$ cat config.mk
export PLATFORM = sky130hd
export DESIGN_NAME = boot_loader
export DESIGN_NICKNAME = d
export VERILOG_FILES = /design/src/rtl/boot_loader_pkg.sv /design/src/rtl/boot_word_asm.sv /design/src/rtl/boot_loader.sv
export SDC_FILE = /design/constraint.sdc
export NUM_CORES = 1
export LEC_CHECK = 0
export ABC_AREA = 1
export CAP_MARGIN = 30
export CORE_MARGIN = 1.5
export CORE_UTILIZATION = 51
export CTS_CLUSTER_SIZE = 8
export DETAILED_ROUTE_END_ITERATION = 10
export HOLD_SLACK_MARGIN = 0.1
export PLACE_DENSITY_LB_ADDON = 0.1
export SYNTH_ARGS = -nofsm -noshare
export SYNTH_HDL_FRONTEND = slang
export SYNTH_SLANG_ARGS = --single-unit
$ cat constraint.sdc
create_clock -name clk -period 1.4 [get_ports clk]
set_clock_uncertainty 0.05 [all_clocks]
set_input_delay 0.14 -clock clk [delete_from_list [all_inputs] [get_ports clk]]
set_output_delay 0.14 -clock clk [all_outputs]
set_load 0.05 [all_outputs]
$ cat src/rtl/boot_loader_pkg.sv
// Shared types and constants for the serial boot loader.
// Package name lib_boot is imported by boot_loader and boot_word_asm.
package lib_boot;

   typedef enum logic [2:0] {
      SYNC   = 3'd0,
      LEN_LO = 3'd1,
      LEN_HI = 3'd2,
      DATA   = 3'd3,
      CSUM   = 3'd4,
      RUN    = 3'd5
   } BOOT_STATE;

   localparam logic [7:0] SYNC_BYTE = 8'hA5;
   localparam int unsigned MAX_WORDS = 2048;

endpackage

$ cat src/rtl/boot_word_asm.sv
// Little-endian 4-byte word assembler with 2-bit byte index.
// word/word_valid are combinational with the 4th byte strobe.
module boot_word_asm
   import lib_boot::*;
(
   input  logic        clk,
   input  logic        rst_n,
   input  logic        clr,
   input  logic        byte_en,
   input  logic [7:0]  byte_in,
   output logic [31:0] word,
   output logic        word_valid
);

   logic [23:0] sh_q, sh_d;
   logic [1:0]  idx_q, idx_d;

   always_comb begin
      sh_d  = sh_q;
      idx_d = idx_q;
      if (clr) begin
         sh_d  = '0;
         idx_d = '0;
      end else if (byte_en) begin
         sh_d  = {byte_in, sh_q[23:8]};
         idx_d = idx_q + 2'd1;
      end
   end

   always_ff @(posedge clk or negedge rst_n) begin
      if (!rst_n) begin
         sh_q  <= '0;
         idx_q <= '0;
      end else begin
         sh_q  <= sh_d;
         idx_q <= idx_d;
      end
   end

   assign word       = {byte_in, sh_q};
   assign word_valid = byte_en && !clr && (idx_q == 2'd3);

endmodule

$ cat src/rtl/boot_loader.sv
// Framed serial program loader: holds CPU in reset, fills ROM, checks XOR.
// Optional idle timeout inside a frame: define BOOT_LOADER_TIMEOUT_EN.
module boot_loader
   import lib_boot::*;
#(
   parameter int unsigned TIMEOUT_CYCLES = 1_000_000
) (
   input  logic        clk,
   input  logic        reset_n,
   input  logic        irr,
   input  logic [7:0]  rx_data,
   output logic        ack,
   output logic        rom_w_en,
   output logic [10:0] rom_w_addr,
   output logic [31:0] rom_w_data,
   output logic        cpu_reset,
   output logic        done,
   output logic        err
);

   localparam logic [15:0] MAX_N = 16'(MAX_WORDS);

   BOOT_STATE   state_q, state_d;
   logic        ack_q, ack_d;
   logic        we_q, we_d;
   logic [10:0] waddr_q, waddr_d;
   logic [31:0] wdata_q, wdata_d;
   logic        err_q, err_d;
   logic [10:0] addr_q, addr_d;
   logic [7:0]  csum_q, csum_d;
   logic [7:0]  len_lo_q, len_lo_d;
   logic [11:0] left_q, left_d;

   logic        accept;
   logic [15:0] n_words;
   logic [31:0] word;
   logic        word_valid;

   // One byte per handshake: never accept while ack is high.
   assign accept  = irr && !ack_q && (state_q != RUN);
   assign n_words = {rx_data, len_lo_q};

   boot_word_asm u_asm (
      .clk        (clk),
      .rst_n      (reset_n),
      .clr        (state_q != DATA),
      .byte_en    (accept && (state_q == DATA)),
      .byte_in    (rx_data),
      .word       (word),
      .word_valid (word_valid)
   );

`ifdef BOOT_LOADER_TIMEOUT_EN
   logic [31:0] idle_q, idle_d;
   logic        active;
   assign active = (state_q == LEN_LO) || (state_q == LEN_HI) ||
                   (state_q == DATA)   || (state_q == CSUM);
`else
   logic unused_timeout;
   assign unused_timeout = |TIMEOUT_CYCLES;
`endif

   always_comb begin
      state_d  = state_q;
      ack_d    = accept;
      we_d     = 1'b0;
      waddr_d  = waddr_q;
      wdata_d  = wdata_q;
      err_d    = err_q;
      addr_d   = addr_q;
      csum_d   = csum_q;
      len_lo_d = len_lo_q;
      left_d   = left_q;
      unique case (state_q)
         SYNC: begin
            if (accept && (rx_data == SYNC_BYTE)) begin
               state_d = LEN_LO;
               err_d   = 1'b0;
               csum_d  = '0;
               addr_d  = '0;
            end
         end
         LEN_LO: begin
            if (accept) begin
               len_lo_d = rx_data;
               state_d  = LEN_HI;
            end
         end
         LEN_HI: begin
            if (accept) begin
               if (n_words > MAX_N) begin
                  state_d = SYNC;
                  err_d   = 1'b1;
               end else if (n_words == 16'd0) begin
                  state_d = CSUM;
               end else begin
                  left_d  = n_words[11:0];
                  state_d = DATA;
               end
            end
         end
         DATA: begin
            if (accept) csum_d = csum_q ^ rx_data;
            if (word_valid) begin
               we_d    = 1'b1;
               waddr_d = addr_q;
               wdata_d = word;
               addr_d  = addr_q + 11'd1;
               left_d  = left_q - 12'd1;
               if (left_q == 12'd1) state_d = CSUM;
            end
         end
         CSUM: begin
            if (accept) begin
               if (rx_data == csum_q) begin
                  state_d = RUN;
               end else begin
                  state_d = SYNC;
                  err_d   = 1'b1;
               end
            end
         end
         RUN: ;
         default: state_d = SYNC;
      endcase
`ifdef BOOT_LOADER_TIMEOUT_EN
      idle_d = '0;
      if (active && !accept) begin
         if (idle_q == 32'(TIMEOUT_CYCLES - 1)) begin
            state_d = SYNC;
            err_d   = 1'b1;
         end else begin
            idle_d = idle_q + 32'd1;
         end
      end
`endif
   end

   always_ff @(posedge clk or negedge reset_n) begin
      if (!reset_n) begin
         state_q  <= SYNC;
         ack_q    <= 1'b0;
         we_q     <= 1'b0;
         waddr_q  <= '0;
         wdata_q  <= '0;
         err_q    <= 1'b0;
         addr_q   <= '0;
         csum_q   <= '0;
         len_lo_q <= '0;
         left_q   <= '0;
      end else begin
         state_q  <= state_d;
         ack_q    <= ack_d;
         we_q     <= we_d;
         waddr_q  <= waddr_d;
         wdata_q  <= wdata_d;
         err_q    <= err_d;
         addr_q   <= addr_d;
         csum_q   <= csum_d;
         len_lo_q <= len_lo_d;
         left_q   <= left_d;
      end
   end

`ifdef BOOT_LOADER_TIMEOUT_EN
   always_ff @(posedge clk or negedge reset_n) begin
      if (!reset_n) idle_q <= '0;
      else          idle_q <= idle_d;
   end
`endif

   assign ack        = ack_q;
   assign rom_w_en   = we_q;
   assign rom_w_addr = waddr_q;
   assign rom_w_data = wdata_q;
   assign cpu_reset  = (state_q != RUN);
   assign done       = (state_q == RUN);
   assign err        = err_q;

endmodule

==> results.txt <==
- The flow ran to the end, but the final reports show violations.
- Violated checks: negative setup slack
- Mean instance size in the synthesized netlist: 8.37 um2
- Remaining number of nets flagged by the antenna check after routing: 0
* Share of the cycle needed by the critical path after routing: 1.24
* RSZ-0062 raised after global routing: true
- In this run the core area contains 37 standard-cell rows.
* Cell area after synthesis: 5400 um2
- The clock passes through at most 2 buffers.
* Top-area cell type share of the netlist area: 0.528
- Via count of the first global-routing pass: 5617
* CP top delay family: simple AND/OR/NAND/NOR gates
- Floorplan die area: 11200 um2
- Inserted Clock Buffers: 17
- The wire-length estimate of the detail-placed layout is 9650 um.
- Depth of the CTS H-tree: 4
- Maximum fanout encountered on the critical timing path: 18
* Wire length per cell: 21.4 um
- Count of pins on the block boundary: 59
* Die X-Extent: 106 um
- Iteration-0 DRC count of the detailed router: 466
* Pwr/cell area: 1570 nW/um2
- Cell with the most instances after synthesis: sky130_fd_sc_hd__nand2_1
* Ys flop type: sky130_fd_sc_hd__dfrtp_1
- Summed over all cells, the static leakage comes to 4.17 nW.
- Clock tree from TritonCTS: built
- Counting every net in the synthesized netlist gives 660.
* Total Routed Length: 20500 um
* Global-route congestion overflow total: 0
- Number of enable-type register cells in the synthesized netlist: 0
- Synthesis Warnings: 0
* 1st-pass router iterations: 5
- The signal on the critical path passes through nor2_4, buf_6, inv_4, nor2_4, buf_12, nand2_4, buf_12, nand2_1, o21ai_1.
- Setup ws final: -0.335 ns
- # DRC: 0
* Top cells by instance count after synthesis: sky130_fd_sc_hd__nand2_1, sky130_fd_sc_hd__dfrtp_1, sky130_fd_sc_hd__inv_1
* Post-Place Worst Slack: -0.496 ns
- The number of antenna violations at the first check in global routing was 0.
- After technology mapping, the gate count stands at 645.
- Critical path class: reg -> reg
* Final setup fails: 110
- The synthesized netlist contains 32 unique library cells.
* Achievable clock frequency: 0.576 GHz
- Of the cells placed in the final design, the portion with a size suffix greater than 1 is 0.413.
- For this run, the total global-route usage over all layers was measured as 0.343.
- For this configuration, the core starts out at a cell density of 0.525.
- The critical path contains buffers and inverters numbering 4 combined.
- The routed layout has 5699 vias.
* Clock slew seen by the registers of the worst setup and hold paths: 0.06 ns
* Area growth from synthesis to final layout: 65.0%
- Async set or reset register ratio after synthesis: 1.00
- After synthesis, the cell types taking the most area are sky130_fd_sc_hd__dfrtp_1, sky130_fd_sc_hd__nand2_1, sky130_fd_sc_hd__inv_1.
* # port buffers: 58
- Total power for the finished layout comes to 0.0140 W.
- Launching element type of the critical path: flop
- The region available for standard cell placement spans 10300 um2.
- Layout fillers: 451
- Post-layout util: 0.867
* Global-route wire length before repair: 29000 um
- The number of endpoints with negative hold slack in the final report was 0.
* Delay of the slowest critical-path stage: 0.43 ns
- After synthesis the netlist holds a flip-flop and latch count of 114.
* GR Util met3: 0.0858
- Across the whole layout, storage elements account for 2860 um2.
- VDD sags by at most 1.16 mV.
- The clock net in this run drives a total of 114 sinks.
* Final antenna diode count: 0
* Clock latency on the worst-skew pair: 0.54 ns
- Entering global routing, the biggest net connects 51 pins.
- Clock root buffer: sky130_fd_sc_hd__clkbuf_8
- The die is 106 um tall.
- For this run, global-route usage on met2 was measured as 0.582.
* Net count reported at finish: 822
* Cell taking the most area after synthesis: sky130_fd_sc_hd__dfrtp_1
- Seq/Total Area, Yosys: 0.528
- Data required time of the worst path: 1.76 ns
* Flop-to-flop setup slack: -0.34 ns
- Element type at the critical path end: flop
* Count of final max-slew check failures: 0
- Arrival @ worst endpoint: 2.09 ns
* Multi-input gate area in the final layout: 2760 um2
- Most crowded layer after global routing: met2
* Path type of the worst min-delay path: in -> reg
* Routability-driven placement congestion ratio: 0.922
- Setup total negative slack on the finished layout was measured at -25.34 ns.
- Slowest-stage cell, CP: sky130_fd_sc_hd__dfrtp_2
- Via-per-instance ratio: 5.96
* Global routing usage on met1: 0.398
* Period minus WS final: 1.74 ns
- The tool flagged a number of max-cap violations equal to 0.
- Max-slew headroom at the worst pin: 0.696
- For the pin with the worst max-slew slack, the measured transition is 0.453 ns.
==> cells in the final DEF (no fill, tap or decap), types with 3 or more instances in the layout <==
cell type and count:
sky130_fd_sc_hd__nand2_1 150, sky130_fd_sc_hd__dfrtp_1 111, sky130_fd_sc_hd__buf_4 62, sky130_fd_sc_hd__buf_12 61
sky130_fd_sc_hd__inv_1 60, sky130_fd_sc_hd__o21ai_2 46, sky130_fd_sc_hd__nor2_1 42, sky130_fd_sc_hd__nand2_2 34
sky130_fd_sc_hd__nand3_1 34, sky130_fd_sc_hd__o21ai_1 23, sky130_fd_sc_hd__buf_6 23, sky130_fd_sc_hd__nand2_4 18
sky130_fd_sc_hd__clkbuf_16 16, sky130_fd_sc_hd__o22ai_2 12, sky130_fd_sc_hd__o21ai_0 10, sky130_fd_sc_hd__clkdlybuf4s50_1 9
sky130_fd_sc_hd__xor2_1 8, sky130_fd_sc_hd__inv_2 7, sky130_fd_sc_hd__nand3_4 7, sky130_fd_sc_hd__clkinv_2 7
sky130_fd_sc_hd__o22ai_1 7, sky130_fd_sc_hd__nor2_4 6, sky130_fd_sc_hd__nor3_1 6, sky130_fd_sc_hd__nand4_1 5
sky130_fd_sc_hd__xnor2_1 5, sky130_fd_sc_hd__o22ai_4 5, sky130_fd_sc_hd__buf_16 5, sky130_fd_sc_hd__inv_4 3
sky130_fd_sc_hd__nand2_8 3, sky130_fd_sc_hd__dfrtp_2 3, sky130_fd_sc_hd__clkbuf_1 3, sky130_fd_sc_hd__bufinv_16 3
==> where the power goes <==
part	leakage, nW	internal (W)	switching, W
clock	0.285	0.00274	0.00158
sequential	1.56	0.00367	0.000394
combinational	2.32	0.00232	0.00328
total	4.17	0.00873	0.00526
==> worst register-to-register path: cells and delay by family (launching register included) <==
kind | cells | cell delay [ns]
simple gates | 4 | 0.53
buf+inv | 4 | 0.50
flops | 1 | 0.43
compound gates | 1 | 0.10
==> timing repair <==
| action | CTS | global route |
|---|---|---|
| endpoints found under the setup margin | 108 | 116 |
| gates cloned | 9 | 2 |
| resized for setup | 98 | 115 |
| hold endpoints to repair | 114 | 0 |
| buffers inserted | 20 | 8 |
| pin swaps | 12 | 17 |
| hold buffers | 2 | 0 |
==> worst paths after layout <==
path,start,cells after the start,to
worst max register to register,ack$_DFF_PN0_,9,rom_w_data[8]$_DFFE_PN0P_
worst min register to register,left_q[2]$_DFFE_PN0P_,2,left_q[2]$_DFFE_PN0P_
min in group asynchronous,reset_n,3,rom_w_data[20]$_DFFE_PN0P_
worst min-delay path,irr,6,ack$_DFF_PN0_
max in group asynchronous,reset_n,4,state_q[0]$_DFFE_PN0P_
worst max-delay path,ack$_DFF_PN0_,9,rom_w_data[8]$_DFFE_PN0P_
==> per-layer routing <==
metal / share of wire / up-vias
li1: - / 2411
met1: 0.36 / 2806
met2: 0.51 / 360
met3: 0.069 / 122
met4: 0.062 / 0
met5: 0 / -
==> final cells by class <==
class                      instances  area share
tap                              136      0.0191
clock buffer                      21      0.0493
inverter                          73      0.0340
multi-input combinational        437       0.310
sequential                       114       0.321
timing repair buffer             164       0.252
clock inverter                    11      0.0153
==> state kept, by name, summed over array words and instances, names as in the netlist <==
signal and cells:
u_asm.sh_q 24, state_q 3, rom_w_addr 11, u_asm.idx_q 2, len_lo_q 8, ack 1
rom_w_en 1, csum_q 8, rom_w_data 32, left_q 12, err 1, addr_q 11
==> kinds of logic (layout without fill, tap and decap cells) <==
logic type                 after synthesis  in the layout  synth area share
DFF                                    114            114             0.528
xor gates and xnor gates                14             14            0.0227
AOI/OAI and AO/OA                      109            109             0.122
buffers and inverters                   96            269            0.0800
and+or+nand+nor                        308            310             0.238
adders and majority gates                4              4           0.00927
==> stage by stage <==
stage | instances | cell area [um2] | hold WS (ns)
2_1_floorplan | 645 | 5480 | -0.206
3_3_place_gp | 885 | 7140 | 0.00925
3_5_place_dp | 885 | 7140 | 0.0133
4_1_cts | 948 | 8460 | 0.384
5_1_grt | 956 | 8910 | 0.467
6_report | 956 | 8910 | 0.463
(Power assumes the default switching activity.)
